### src/rtl/counter_sweep_ctrl_pkg.sv
// Shared definitions for the counter sweep controller: counter width and the
// controller state encoding.
package counter_sweep_ctrl_pkg;

    localparam int CNT_W = 5;

    typedef enum logic [2:0] {
        ST_IDLE  = 3'd0,
        ST_CLEAR = 3'd1,
        ST_RAMP  = 3'd2,
        ST_UP    = 3'd3,
        ST_DOWN  = 3'd4,
        ST_DONE  = 3'd5
    } state_t;

endpackage

### src/rtl/counter_5b.sv
// 5-bit up/down counter. Its clear is synchronous and, like counting, only
// takes effect while enable is high.
module counter_5b
    import counter_sweep_ctrl_pkg::*;
(
    input  logic             clock,
    input  logic             reset,
    input  logic             enable,
    input  logic             up_down,
    output logic [CNT_W-1:0] count
);

    always_ff @(posedge clock) begin
        if (enable) begin
            if (reset) begin
                count <= '0;
            end else if (up_down) begin
                count <= count + CNT_W'(1);
            end else begin
                count <= count - CNT_W'(1);
            end
        end
    end

endmodule

### src/rtl/counter_sweep_ctrl.sv
// Sweep controller: ramps counter_5b to the low bound, then bounces it between
// the latched bounds for a programmed number of low->high->low sweeps.
module counter_sweep_ctrl
    import counter_sweep_ctrl_pkg::*;
#(
    parameter int DIV = 4
) (
    input  logic             clock,
    input  logic             reset,
    input  logic             start,
    input  logic             stop,
    input  logic [CNT_W-1:0] low_limit,
    input  logic [CNT_W-1:0] high_limit,
    input  logic [3:0]       num_sweeps,
    output logic [CNT_W-1:0] count,
    output logic             busy,
    output logic             done,
    output logic             error
);

    localparam logic [3:0] PRESC_LAST = 4'(DIV - 1);

    state_t           state;
    logic [3:0]       presc;
    logic [3:0]       sweeps_done;
    logic [3:0]       sweeps_next;
    logic [CNT_W-1:0] lo_q;
    logic [CNT_W-1:0] hi_q;
    logic [3:0]       num_q;
    logic [CNT_W-1:0] next_up;
    logic [CNT_W-1:0] next_dn;
    logic             tick;
    logic             cnt_en;
    logic             cnt_clr;
    logic             cnt_up;

    assign next_up     = count + CNT_W'(1);
    assign next_dn     = count - CNT_W'(1);
    assign sweeps_next = sweeps_done + 4'd1;
    assign tick        = (presc == PRESC_LAST);

    // Counter controls follow the state that is being left on this edge, so a
    // limit-reaching step and the direction change share the same edge.
    always_comb begin
        cnt_en = 1'b0;
        case (state)
            ST_CLEAR, ST_RAMP: cnt_en = 1'b1;
            ST_UP, ST_DOWN:    cnt_en = tick;
            default:           cnt_en = 1'b0;
        endcase
        if (stop) begin
            cnt_en = 1'b0;
        end
        if (reset) begin
            cnt_en = 1'b1;
        end
        cnt_clr = reset || (state == ST_CLEAR);
        cnt_up  = (state != ST_DOWN);
    end

    counter_5b u_counter (
        .clock   (clock),
        .reset   (cnt_clr),
        .enable  (cnt_en),
        .up_down (cnt_up),
        .count   (count)
    );

    always_ff @(posedge clock) begin
        if (reset) begin
            state       <= ST_IDLE;
            presc       <= '0;
            sweeps_done <= '0;
            busy        <= 1'b0;
            done        <= 1'b0;
            error       <= 1'b0;
        end else begin
            done  <= 1'b0;
            error <= 1'b0;
            if (stop && (state != ST_IDLE)) begin
                state <= ST_IDLE;
                busy  <= 1'b0;
            end else begin
                case (state)
                    ST_IDLE: begin
                        if (start && !stop) begin
                            if (low_limit < high_limit) begin
                                lo_q        <= low_limit;
                                hi_q        <= high_limit;
                                num_q       <= num_sweeps;
                                sweeps_done <= '0;
                                busy        <= 1'b1;
                                state       <= ST_CLEAR;
                            end else begin
                                error <= 1'b1;
                            end
                        end
                    end
                    ST_CLEAR: begin
                        presc <= '0;
                        state <= (lo_q == '0) ? ST_UP : ST_RAMP;
                    end
                    ST_RAMP: begin
                        presc <= '0;
                        if (next_up == lo_q) begin
                            state <= ST_UP;
                        end
                    end
                    ST_UP: begin
                        if (tick) begin
                            presc <= '0;
                            if (next_up == hi_q) begin
                                state <= ST_DOWN;
                            end
                        end else begin
                            presc <= presc + 4'd1;
                        end
                    end
                    ST_DOWN: begin
                        if (tick) begin
                            presc <= '0;
                            if (next_dn == lo_q) begin
                                sweeps_done <= sweeps_next;
                                // A zero sweep count never matches, so the run bounces until stopped.
                                if ((num_q != '0) && (sweeps_next == num_q)) begin
                                    state <= ST_DONE;
                                    done  <= 1'b1;
                                end else begin
                                    state <= ST_UP;
                                end
                            end
                        end else begin
                            presc <= presc + 4'd1;
                        end
                    end
                    ST_DONE: begin
                        state <= ST_IDLE;
                        busy  <= 1'b0;
                    end
                    default: begin
                        state <= ST_IDLE;
                        busy  <= 1'b0;
                    end
                endcase
            end
        end
    end

endmodule

### config.mk
export PLATFORM = sky130hd
export DESIGN_NAME = counter_sweep_ctrl
export DESIGN_NICKNAME = d
export VERILOG_FILES = /design/src/rtl/counter_sweep_ctrl_pkg.sv /design/src/rtl/counter_5b.sv /design/src/rtl/counter_sweep_ctrl.sv
export SDC_FILE = /design/constraint.sdc
export NUM_CORES = 1
export LEC_CHECK = 0
export CORE_MARGIN = 5
export CORE_UTILIZATION = 40
export DETAILED_ROUTE_END_ITERATION = 8
export PLACE_DENSITY = 0.58
export SLEW_MARGIN = 20
export SYNTH_ARGS = -nofsm -noshare
export SYNTH_HDL_FRONTEND = slang
export SYNTH_SLANG_ARGS = --single-unit
export TNS_END_PERCENT = 50
### constraint.sdc
create_clock -name clock -period 5.85 [get_ports clock]
set_input_delay 1.17 -clock clock [delete_from_list [all_inputs] [get_ports clock]]
set_output_delay 1.17 -clock clock [all_outputs]
set_load 0.01 [all_outputs]
[Yosys cells after proc, flatten, opt, wreduce, memory -nomap -nowiden]
Index checks and enable logic that the tools add are counted.
Cells by class
  $add $sub $neg: 4
  magnitude comparators: 1
  equality and inequality tests: 17
  muxes and demuxes: 26
  bitwise operators: 8
  reductions and logical operators: 22
Operators by type and width (count)
  3-bit 2-to-1 mux: 8
  4-bit 2-to-1 mux: 5
  4-bit one-hot mux with 2 select lines: 2
  5-bit == test: 3
  3-bit one-hot mux with 5 select lines: 1
  2-bit != test, second input constant: 7
  4-bit by 1-bit adder with 4-bit output, second input constant: 2
  1-bit NOT: 8
  4-bit OR reduction: 2
  1-bit 2-to-1 mux: 7
  7-bit AND reduction: 1
  3-bit by 2-bit == test with 1-bit output, second input constant: 2
  6-bit AND reduction: 1
  2-bit OR reduction: 3
  5-bit by 1-bit adder with 5-bit output, second input constant: 1
  5-bit zero test: 1
  5-bit < comparator: 1
  5-bit 2-to-1 mux: 1
  5-bit AND reduction: 1
  5-bit OR reduction: 1
  5-bit by 1-bit subtractor with 5-bit output, second input constant: 1
  4-bit by 2-bit == test with 1-bit output, second input constant: 1
  4-bit == test: 1
  1-bit one-hot mux with 2 select lines: 2
  other kinds (12): 15
Word-level totals
  register bits: 33
  input bits: 18
  output and inout bits: 8
  logic and storage cells: 88

[Logic depth before layout (Yosys ltp)]
Gate-level depths: netlist (run 1).
  depth after elaboration: 7
  gate-level depth with buffers: 10
  gate-level depth less buffers: 9

[Cells and area by module]
Synthesis (run 1) repeated with hierarchy kept, for this count alone.
Second synthesis, totals
  cell total of the unflattened synthesis: 214
  area total of the unflattened synthesis: 2115.8 µm²
By module, submodules not included
  counter_sweep_ctrl: times used 1, cells each 189, area an instance 1814.2 µm², seq. area each 700.7 µm²
  counter_5b: times used 1, cells each 25, area an instance 301.5 µm², seq. area each 150.1 µm²

[Worst setup path after synthesis (run 1)]
Ideal clock, no wire load.
  kind: input to register
  start: input high_limit[2]
  end: register hi_q[0] (enable)
  setup time: 0.403 ns
  arrival: 2.993 ns
  required time: 5.447 ns
  path slack: 2.455 ns
  stages on the path: 7
  path buffers: 0
  path through: inv_1 ha_1 o21ai_0 a21oi_1 o21ai_0 nand2_1 nor3_1
Between the ends
  longest elaborated chain between the ends: 2
Ends and longest elaborated chain
  start, declared: line counter_sweep_ctrl.sv:13  | input logic [CNT_W-1:0] high_limit,
  5-bit < comparator: line counter_sweep_ctrl.sv:87  | if (low_limit < high_limit) begin
  5-bit AND reduction (no source line)
  end signal, assigned: line counter_sweep_ctrl.sv:89  | hi_q <= high_limit;
  end, declared: line counter_sweep_ctrl.sv:28  | logic [CNT_W-1:0] hi_q;
No other way between the ends.
A chain may end at the register's enable or synchronous reset.

[Worst setup path after layout (run 1)]
Ends and elaborated chain as after synthesis.

==> flow_summary.yaml, run 1 <==
status:
  outcome: "complete, no violations"
clock_tree:
  ctsResizeCount: 0
  cts_tree: "built"
  clk_path_buf_depth: 2
  clk_pin_slew_ps: 70
  cts_setup_buffers: 0
  cts.sinks: 33
  cts_max_level: 2
  numCtsBuffers: 5
  postCtsHoldBufs: 0
  clk_latency_ps: 280
  cts_root_buffer: "clkbuf_8"
synthesis:
  ys_types: 46
  avgSynthCellArea_um2: 9.24
  netlist_area_mm2: 0.00200
  synth-edff-count: 19
  synth_warnings: 0
  async_flop_share_pct: 0
  postSynthCellCount: 217
  synth_seq_cells: 33
  synth-seq-area-share_pct: 42.4
  synth_nets: 243
  yosys_most_used_dff: "edfxtp_1"
final_layout:
  area_growth_pct: 19.4
  nNetsFinal: 264
  drive_above_1_share_pct: 4.60
  n_antenna_cell: 0
  final_area_mm2: 0.00239
  layout_common_cells: "25 x nor2_1, 25 x clkdlybuf4s50_1, 19 x edfxtp_1"
route:
  drtIter0Drc: 92
  wl_per_cell_um: 13.9
  drc: 0
  vias: 1574
  firstDrtPassIters: 4
  via_per_inst: 5.14
  routed_wl_mm: 4.24
  drtAntennaViolNets: 0
global_route:
  track_usage_pct: 14.9
  grt_pass1_vias: 1536
  grt_overflow: 0
  grt_pass1_wl_mm: 7.33
  grt_max_degree: 16
  antenna_found_initial: 0
critical_path:
  crit_chain: "clkdlybuf4s50_1 > inv_1 > ha_1 > o21ai_0 > a21oi_1 > o21ai_0 > nand2_1 > nor3_2"
  cp_slowest_stage_delay_ps: 820
  crit_top_cell: "o21ai_0"
  cp-end-kind: "flip-flop"
  path_class: "primary input to flip-flop"
  critPathArrivalTime_ps: 3420
  critPathSlowestCell: "nor3_2"
  cp_data_required_time_ps: 5760
  crit_path_start_kind: "primary input"
  path_max_fanout: 14
timing:
  period_share_pct: 60.1
  finalCriticalPeriod_ps: 3510
  tightest_slew_ps: 1020
  skew_ps: 6.81
  fmax_ghz: 0.285
  setup_viol: 0
  setup_tns_ps: 0
  rsz0062_at_grt: "false"
  drv_slew: 0
  hold_violations: 0
  slew_headroom_pct: 31.7
power:
  ir_drop_mv: 0.135
  p_leak_nw: 0.845
  p_per_area_mw_per_mm2: 337
die:
  die_width_um: 80.8
  rows: 25
  start_util_pct: 41.9
  die_h_um: 80.8
  coreArea_mm2: 0.00479
  die-area_mm2: 0.00653
  num_io_pins: 26
placement:
  dp_hpwl_mm: 3.20
  port-buffer-count: 25
  gp_congestion: 0.785
  dpl-instance-area_mm2: 0.00229
run:
  cap_violations: 0
worst_hold_path:
  hold_path_class: "flip-flop to flip-flop"
==> kinds of logic (layout without fill, tap and decap cells) <==
| group | Yosys count | in the layout | share of synthesized area [%] |
|---|---|---|---|
| adders and majority gates | 8 | 8 | 4.99 |
| and+or+nand+nor | 83 | 83 | 20.8 |
| buffers and inverters | 24 | 46 | 5.24 |
| muxes | 3 | 3 | 1.50 |
| AOI/OAI and AO/OA | 40 | 40 | 13.7 |
| xor gates and xnor gates | 26 | 26 | 11.4 |
| DFF | 33 | 33 | 42.4 |
==> flip-flops by register name (all words and copies together), names as in the netlist <==
register and flops:
error 1, u_counter.count 5, num_q 4, lo_q 5, busy 1, hi_q 5, done 1, presc 4
state 3, sweeps_done 4
==> Yosys cell counts (all sizes together) (6+ instances only) <==
cell type	count	share of area (%)
a21oi	10	2.5
clkbuf	6	1.2
dfxtp	14	14
edfxtp	19	28
ha	8	5.0
inv	13	2.4
nand2	13	2.4
nand3	6	1.5
nor2	25	4.7
nor3	11	2.7
o21ai	14	3.5
xnor2	15	6.6
xor2	11	4.8
==> final cells by class <==
type	count	area, um2
clock buffers	6	72.6
well taps	67	83.8
flip-flops and latches	33	851
clock inverters	2	33.8
multi-input cells	160	1050
inverters	13	48.8
fillers	467	2390
repair buffers	25	250
==> power by group <==
group          switching, mW  internal (mW)  leakage (nW)  total (mW)
Combinational          0.133          0.129         0.499       0.262
Clock                 0.0801          0.126        0.0528       0.206
Sequential            0.0598          0.279         0.292       0.339
Total                  0.273          0.534         0.845       0.807
==> path summary, 6_finish.rpt <==
kind | slack (ps) | to | cells past startpoint | start
setup reg to reg | 3200 | sweeps_done[3] | 9 | u_counter.count[0]
hold / removal | 480 | sweeps_done[3] | 2 | sweeps_done[3]
hold reg to reg | 480 | sweeps_done[3] | 2 | sweeps_done[3]
setup / recovery | 2340 | hi_q[0] | 8 | high_limit[2]
==> stage by stage <==
stage / cells / hold WS (ps) / worst slack [ps] / total power, mW / utilization [%]
finish: 306 / 477 / 2340 / 0.807 / 50.0
floorplan: 217 / 444 / 2450 / 0.529 / -
global route: 306 / 523 / 2130 / 0.864 / 50.0
global placement: 298 / 461 / 2080 / 0.604 / 47.8
detailed placement: 298 / 467 / 1990 / 0.606 / 47.8
CTS: 306 / 478 / 2290 / 0.815 / 50.0
==> per-layer routing <==
layer	track usage, %	share of wire (%)	vias up
li1	-	-	805
met5	0	0	-
met3	3.88	4.5	5
met1	20.1	48	722
met4	5.74	1.3	0
met2	22.9	46	42
==> critical path, delay by kind of cell <==
kind	cells	cell delay, ps
fa+ha+maj	1	260
buf+inv	2	520
simple gates	2	950
compound gates	3	500
Note: power is estimated with default switching activity, not from simulation.
==> run 2: changes to the inputs <==
==> constraint.sdc (replaced) <==
create_clock -name clock -period 3.5 [get_ports clock]
set_input_delay 0.7 -clock clock [delete_from_list [all_inputs] [get_ports clock]]
set_output_delay 0.7 -clock clock [all_outputs]
set_load 0.01 [all_outputs]
==> run 2 against run 1 <==
  * Critical path depth grew 1
  * First-iteration DRC count up 23%
  * Global-route usage about the same
  * Clock-buffer cell count grew 2
  * Sequential share of layout area fell by 0.18 points
  * Final area increased by 0.52%
  * Combinational power is 69% higher
  * Clock power grew 67%
  * Critical path type is now flip-flop to flip-flop
  * Largest power group unchanged
  * Highest routed layer unchanged
==> flow_summary.yaml, run 2 (synthesis gave the netlist of run 1 again) <==
final_layout:
  layout_common_cells: "25 x nor2_1, 25 x clkdlybuf4s50_1, 19 x edfxtp_1"
  nNetsFinal: 265
  drive_above_1_share_pct: 5.42
  n_antenna_cell: 0
  area_growth_pct: 20.0
  reg_top3: "hi_q: 5 flops, lo_q: 5 flops, u_counter.count: 5 flops"
  fill_cells: 464
  final_cells: 307
timing:
  tightest_slew_ps: 669
  drv_slew: 0
  rsz0062_at_grt: "false"
  finalCriticalPeriod_ps: 2640
  setup_tns_ps: 0
  fmax_ghz: 0.378
  setup_viol: 0
  worst_hold_slack_ps: 471
  slew_headroom_pct: 54.2
  period_share_pct: 75.5
  setup_slack_ps: 856
  skew_ps: 5.78
  hold_violations: 0
global_route:
  antenna_found_initial: 0
  grt_overflow: 0
  track_usage_pct: 14.9
  grt_max_degree: 16
  grt_pass1_wl_mm: 7.42
  grt_pass1_vias: 1605
critical_path:
  cp_slowest_stage_delay_ps: 580
  crit_path_start_kind: "flip-flop"
  cp-end-kind: "flip-flop"
  crit_top_cell: "o211ai_1"
  crit_chain: "inv_1 > ha_1 > o21ba_2 > a221oi_1 > o211ai_1 > nand2_1 > o211ai_1 > or3_1 > a21oi_1"
  r2r_setup_slack_ps: 860
  cp_num_buf_inv: 1
  cp_data_required_time_ps: 3720
  critPathArrivalTime_ps: 2860
  critical-path-top-delay-family: "compound AO/OA/AOI/OAI gates"
  path_class: "flip-flop to flip-flop"
  path_max_fanout: 9
  critPathSlowestCell: "edfxtp_1"
worst_hold_path:
  hold_path_class: "flip-flop to flip-flop"
clock_tree:
  postCtsHoldBufs: 0
  numCtsBuffers: 5
  cts_max_level: 2
  clk_latency_ps: 290
  cts_setup_buffers: 0
  cts.sinks: 33
  clk_pin_slew_ps: 70
  clk_path_buf_depth: 2
  cts_root_buffer: "clkbuf_8"
  ctsResizeCount: 0
  cts_tree: "built"
status:
  outcome: "complete, no violations"
die:
  die_h_um: 80.8
  rows: 25
  num_io_pins: 26
  die-area_mm2: 0.00653
  start_util_pct: 41.9
  die_width_um: 80.8
  coreArea_mm2: 0.00479
placement:
  dp_cells: 299
  post-place-ws_ps: 597
  dp_hpwl_mm: 3.21
  port-buffer-count: 25
  gp_congestion: 0.803
route:
  vias: 1587
  wl_per_cell_um: 13.5
  via_per_inst: 5.17
  routed_wl_mm: 4.13
  drtIter0Drc: 113
  drtAntennaViolNets: 0
  drc: 0
  firstDrtPassIters: 4
run:
  cap_violations: 0
power:
  p_per_area_mw_per_mm2: 560
  p_leak_nw: 0.854
  ir_drop_mv: 0.244
-- run 2: path summary, 6_finish.rpt --
path	startpoint	to	depth (start not counted)
setup / recovery	u_counter.count[0]	sweeps_done[3]	9
hold / removal	sweeps_done[3]	sweeps_done[3]	2
setup reg to reg	u_counter.count[0]	sweeps_done[3]	9
hold reg to reg	sweeps_done[3]	sweeps_done[3]	2
-- run 2: cell type report --
type	instances	area [um2]	area share [%]
Clock buffer	8	111	4.63
Tap cell	67	83.8	3.48
Multi-Input combinational cell	160	1050	43.8
Sequential cell	33	851	35.4
Timing Repair Buffer	26	258	10.7
Inverter	13	48.8	2.03
-- run 2: per-stage QoR --
step	util, %	cell area, um2	total power, mW
detailed placement	47.9	2290	1.01
CTS	50.3	2410	1.36
global route	50.3	2410	1.45
global placement	47.9	2290	1.01
finish	50.3	2410	1.35
floorplan	-	2000	0.885
-- run 2: per-layer routing --
| metal | vias up | part of all wire (%) | wire, um | track usage, % |
|---|---|---|---|---|
| met2 | 45 | 45 | 1840 | 23.2 |
| met3 | 8 | 5.7 | 235 | 4.10 |
| met1 | 727 | 48 | 1970 | 19.6 |
| met5 | - | 0 | 0 | 0 |
| li1 | 807 | - | - | - |
| met4 | 0 | 2.2 | 89 | 6.08 |
-- run 2: worst reg2reg max path, stage by stage, from the launching register on --
cell	delay [ps]
edfxtp_1	580
inv_1	90
ha_1	280
o21ba_2	230
a221oi_1	320
o211ai_1	240
nand2_1	130
o211ai_1	200
or3_1	370
a21oi_1	140
-- run 2: where the power goes --
group	internal (mW)	leakage, nW	switching (mW)
Sequential	0.467	0.292	0.0951
Clock	0.203	0.0566	0.140
Combinational	0.217	0.505	0.226
==> run 3: changes to the inputs <==
==> constraint.sdc (replaced) <==
create_clock -name clock -period 2.77 [get_ports clock]
set_input_delay 0.554 -clock clock [delete_from_list [all_inputs] [get_ports clock]]
set_output_delay 0.554 -clock clock [all_outputs]
set_load 0.01 [all_outputs]
==> run 3 against run 2 <==
  * Sequential share of layout area fell by 0.13 points
  * Worst hold slack gained 6.6 ps
  * Highest routed layer unchanged
  * Largest cell class unchanged
  * Core utilization is 0.18 points higher
  * Register-to-register slack worse by 580 ps
  * Sequential cell count stayed put
  * Fmax increased by 6.1%
==> flow_summary.yaml, run 3 (synthesis gave the netlist of run 1 again) <==
timing:
  drv_slew: 0
  fmax_ghz: 0.401
  finalCriticalPeriod_ps: 2490
  tightest_slew_ps: 617
  skew_ps: 9.19
  hold_violations: 0
  rsz0062_at_grt: "false"
  setup_tns_ps: 0
  slew_headroom_pct: 57.8
  period_share_pct: 89.9
  setup_viol: 0
critical_path:
  cp_data_required_time_ps: 2980
  cp-end-kind: "flip-flop"
  path_max_fanout: 6
  crit_path_start_kind: "flip-flop"
  critPathArrivalTime_ps: 2700
  path_class: "flip-flop to flip-flop"
placement:
  port-buffer-count: 25
  dpl-instance-area_mm2: 0.00232
  gp_congestion: 0.787
  dp_hpwl_mm: 3.33
global_route:
  grt_max_degree: 16
  grt_pass1_vias: 1606
  grt_pass1_wl_mm: 7.71
  use_met3_pct: 3.44
  grt_use_met2_pct: 24.1
  grt-busiest-layer: "met2"
  grt_use_met1_pct: 21.2
  grt_overflow: 0
  track_usage_pct: 15.5
  antenna_found_initial: 0
power:
  p_leak_nw: 0.862
  combPwrFrac_pct: 35.2
  seqPwrFrac_pct: 42.0
  p_per_area_mw_per_mm2: 686
  p_int_mw: 1.08
  ir_drop_mv: 0.315
  swShare_pct: 34.9
  switching_power_mw: 0.578
  pwr-share-clk_pct: 22.8
route:
  via_per_inst: 5.12
  wl_per_cell_um: 13.9
  routed_wl_mm: 4.31
  drc: 0
  drtIter0Drc: 54
  drtAntennaViolNets: 0
  vias: 1593
  firstDrtPassIters: 4
clock_tree:
  ctsResizeCount: 0
  cts_setup_buffers: 0
  postCtsHoldBufs: 0
  clk_path_buf_depth: 2
  cts_root_buffer: "clkbuf_8"
  clk_pin_slew_ps: 70
  cts.sinks: 33
  cts_tree: "built"
  clk_latency_ps: 290
  cts_max_level: 2
  numCtsBuffers: 5
final_layout:
  nNetsFinal: 269
  n_antenna_cell: 0
  area_growth_pct: 20.5
  drive_above_1_share_pct: 6.56
  final_area_mm2: 0.00241
  layout_common_cells: "25 x nor2_1, 25 x clkdlybuf4s50_1, 19 x edfxtp_1"
  reg_top3: "hi_q: 5 flops, lo_q: 5 flops, u_counter.count: 5 flops"
die:
  num_io_pins: 26
  die_h_um: 80.8
  start_util_pct: 41.9
  rows: 25
  die_width_um: 80.8
  die-area_mm2: 0.00653
  coreArea_mm2: 0.00479
status:
  outcome: "complete, no violations"
worst_hold_path:
  hold_path_class: "flip-flop to flip-flop"
run:
  cap_violations: 0
==> run 3: cell count changes in the layout (fill, tap and decap cells not counted), sizes merged <==
cell / change
buf: +4
==> run 3: metal layers <==
layer | share of wire [%] | up-vias | wire length [um]
li1 | - | 816 | -
met1 | 50 | 733 | 2170
met2 | 43 | 37 | 1850
met3 | 5.0 | 7 | 216
met4 | 1.7 | 0 | 72
met5 | 0 | - | 0
==> run 3: worst paths after layout <==
check	startpoint	end	slack, ps	cells past startpoint
setup reg to reg	u_counter.count[1]	sweeps_done[3]	280	9
setup / recovery	u_counter.count[1]	sweeps_done[3]	280	9
hold / removal	sweeps_done[3]	sweeps_done[3]	480	2
hold reg to reg	sweeps_done[3]	sweeps_done[3]	480	2
==> run 3: metrics by stage <==
step	cells	hold WS [ps]	total power, mW	setup slack [ps]	utilization (%)
2_1_floorplan	217	444	1.12	379	-
3_3_place_gp	303	464	1.29	117	48.6
3_5_place_dp	303	465	1.30	72.1	48.6
4_1_cts	311	477	1.68	260	50.5
5_1_grt	311	510	1.79	61.0	50.5
6_report	311	478	1.66	279	50.5
==> run 3: final cells by class <==
type	instances	area (um2)
Timing Repair Buffer	30	288
Inverter	13	48.8
Clock buffer	8	90.1
Fill cell	449	2370
Sequential cell	33	851
Tap cell	67	83.8
Multi-Input combinational cell	160	1050
==> run 3: critical path, stage by stage, from the launching register on <==
cell	delay, ps
edfxtp_1	430
inv_1	60
ha_1	260
o21ba_2	230
a221oi_1	330
o211ai_1	240
nand2_1	150
o211ai_1	190
or3_1	360
a21oi_1	150
==> run 3: power groups by stage <==
stage                     clock, mW  sequential (mW)  combinational (mW)
after floorplan                   0            0.649               0.470
after global placement            0            0.707               0.586
after detailed placement          0            0.708               0.588
after CTS                     0.391            0.698               0.592
after global routing          0.414            0.712               0.662
final                         0.377            0.696               0.584
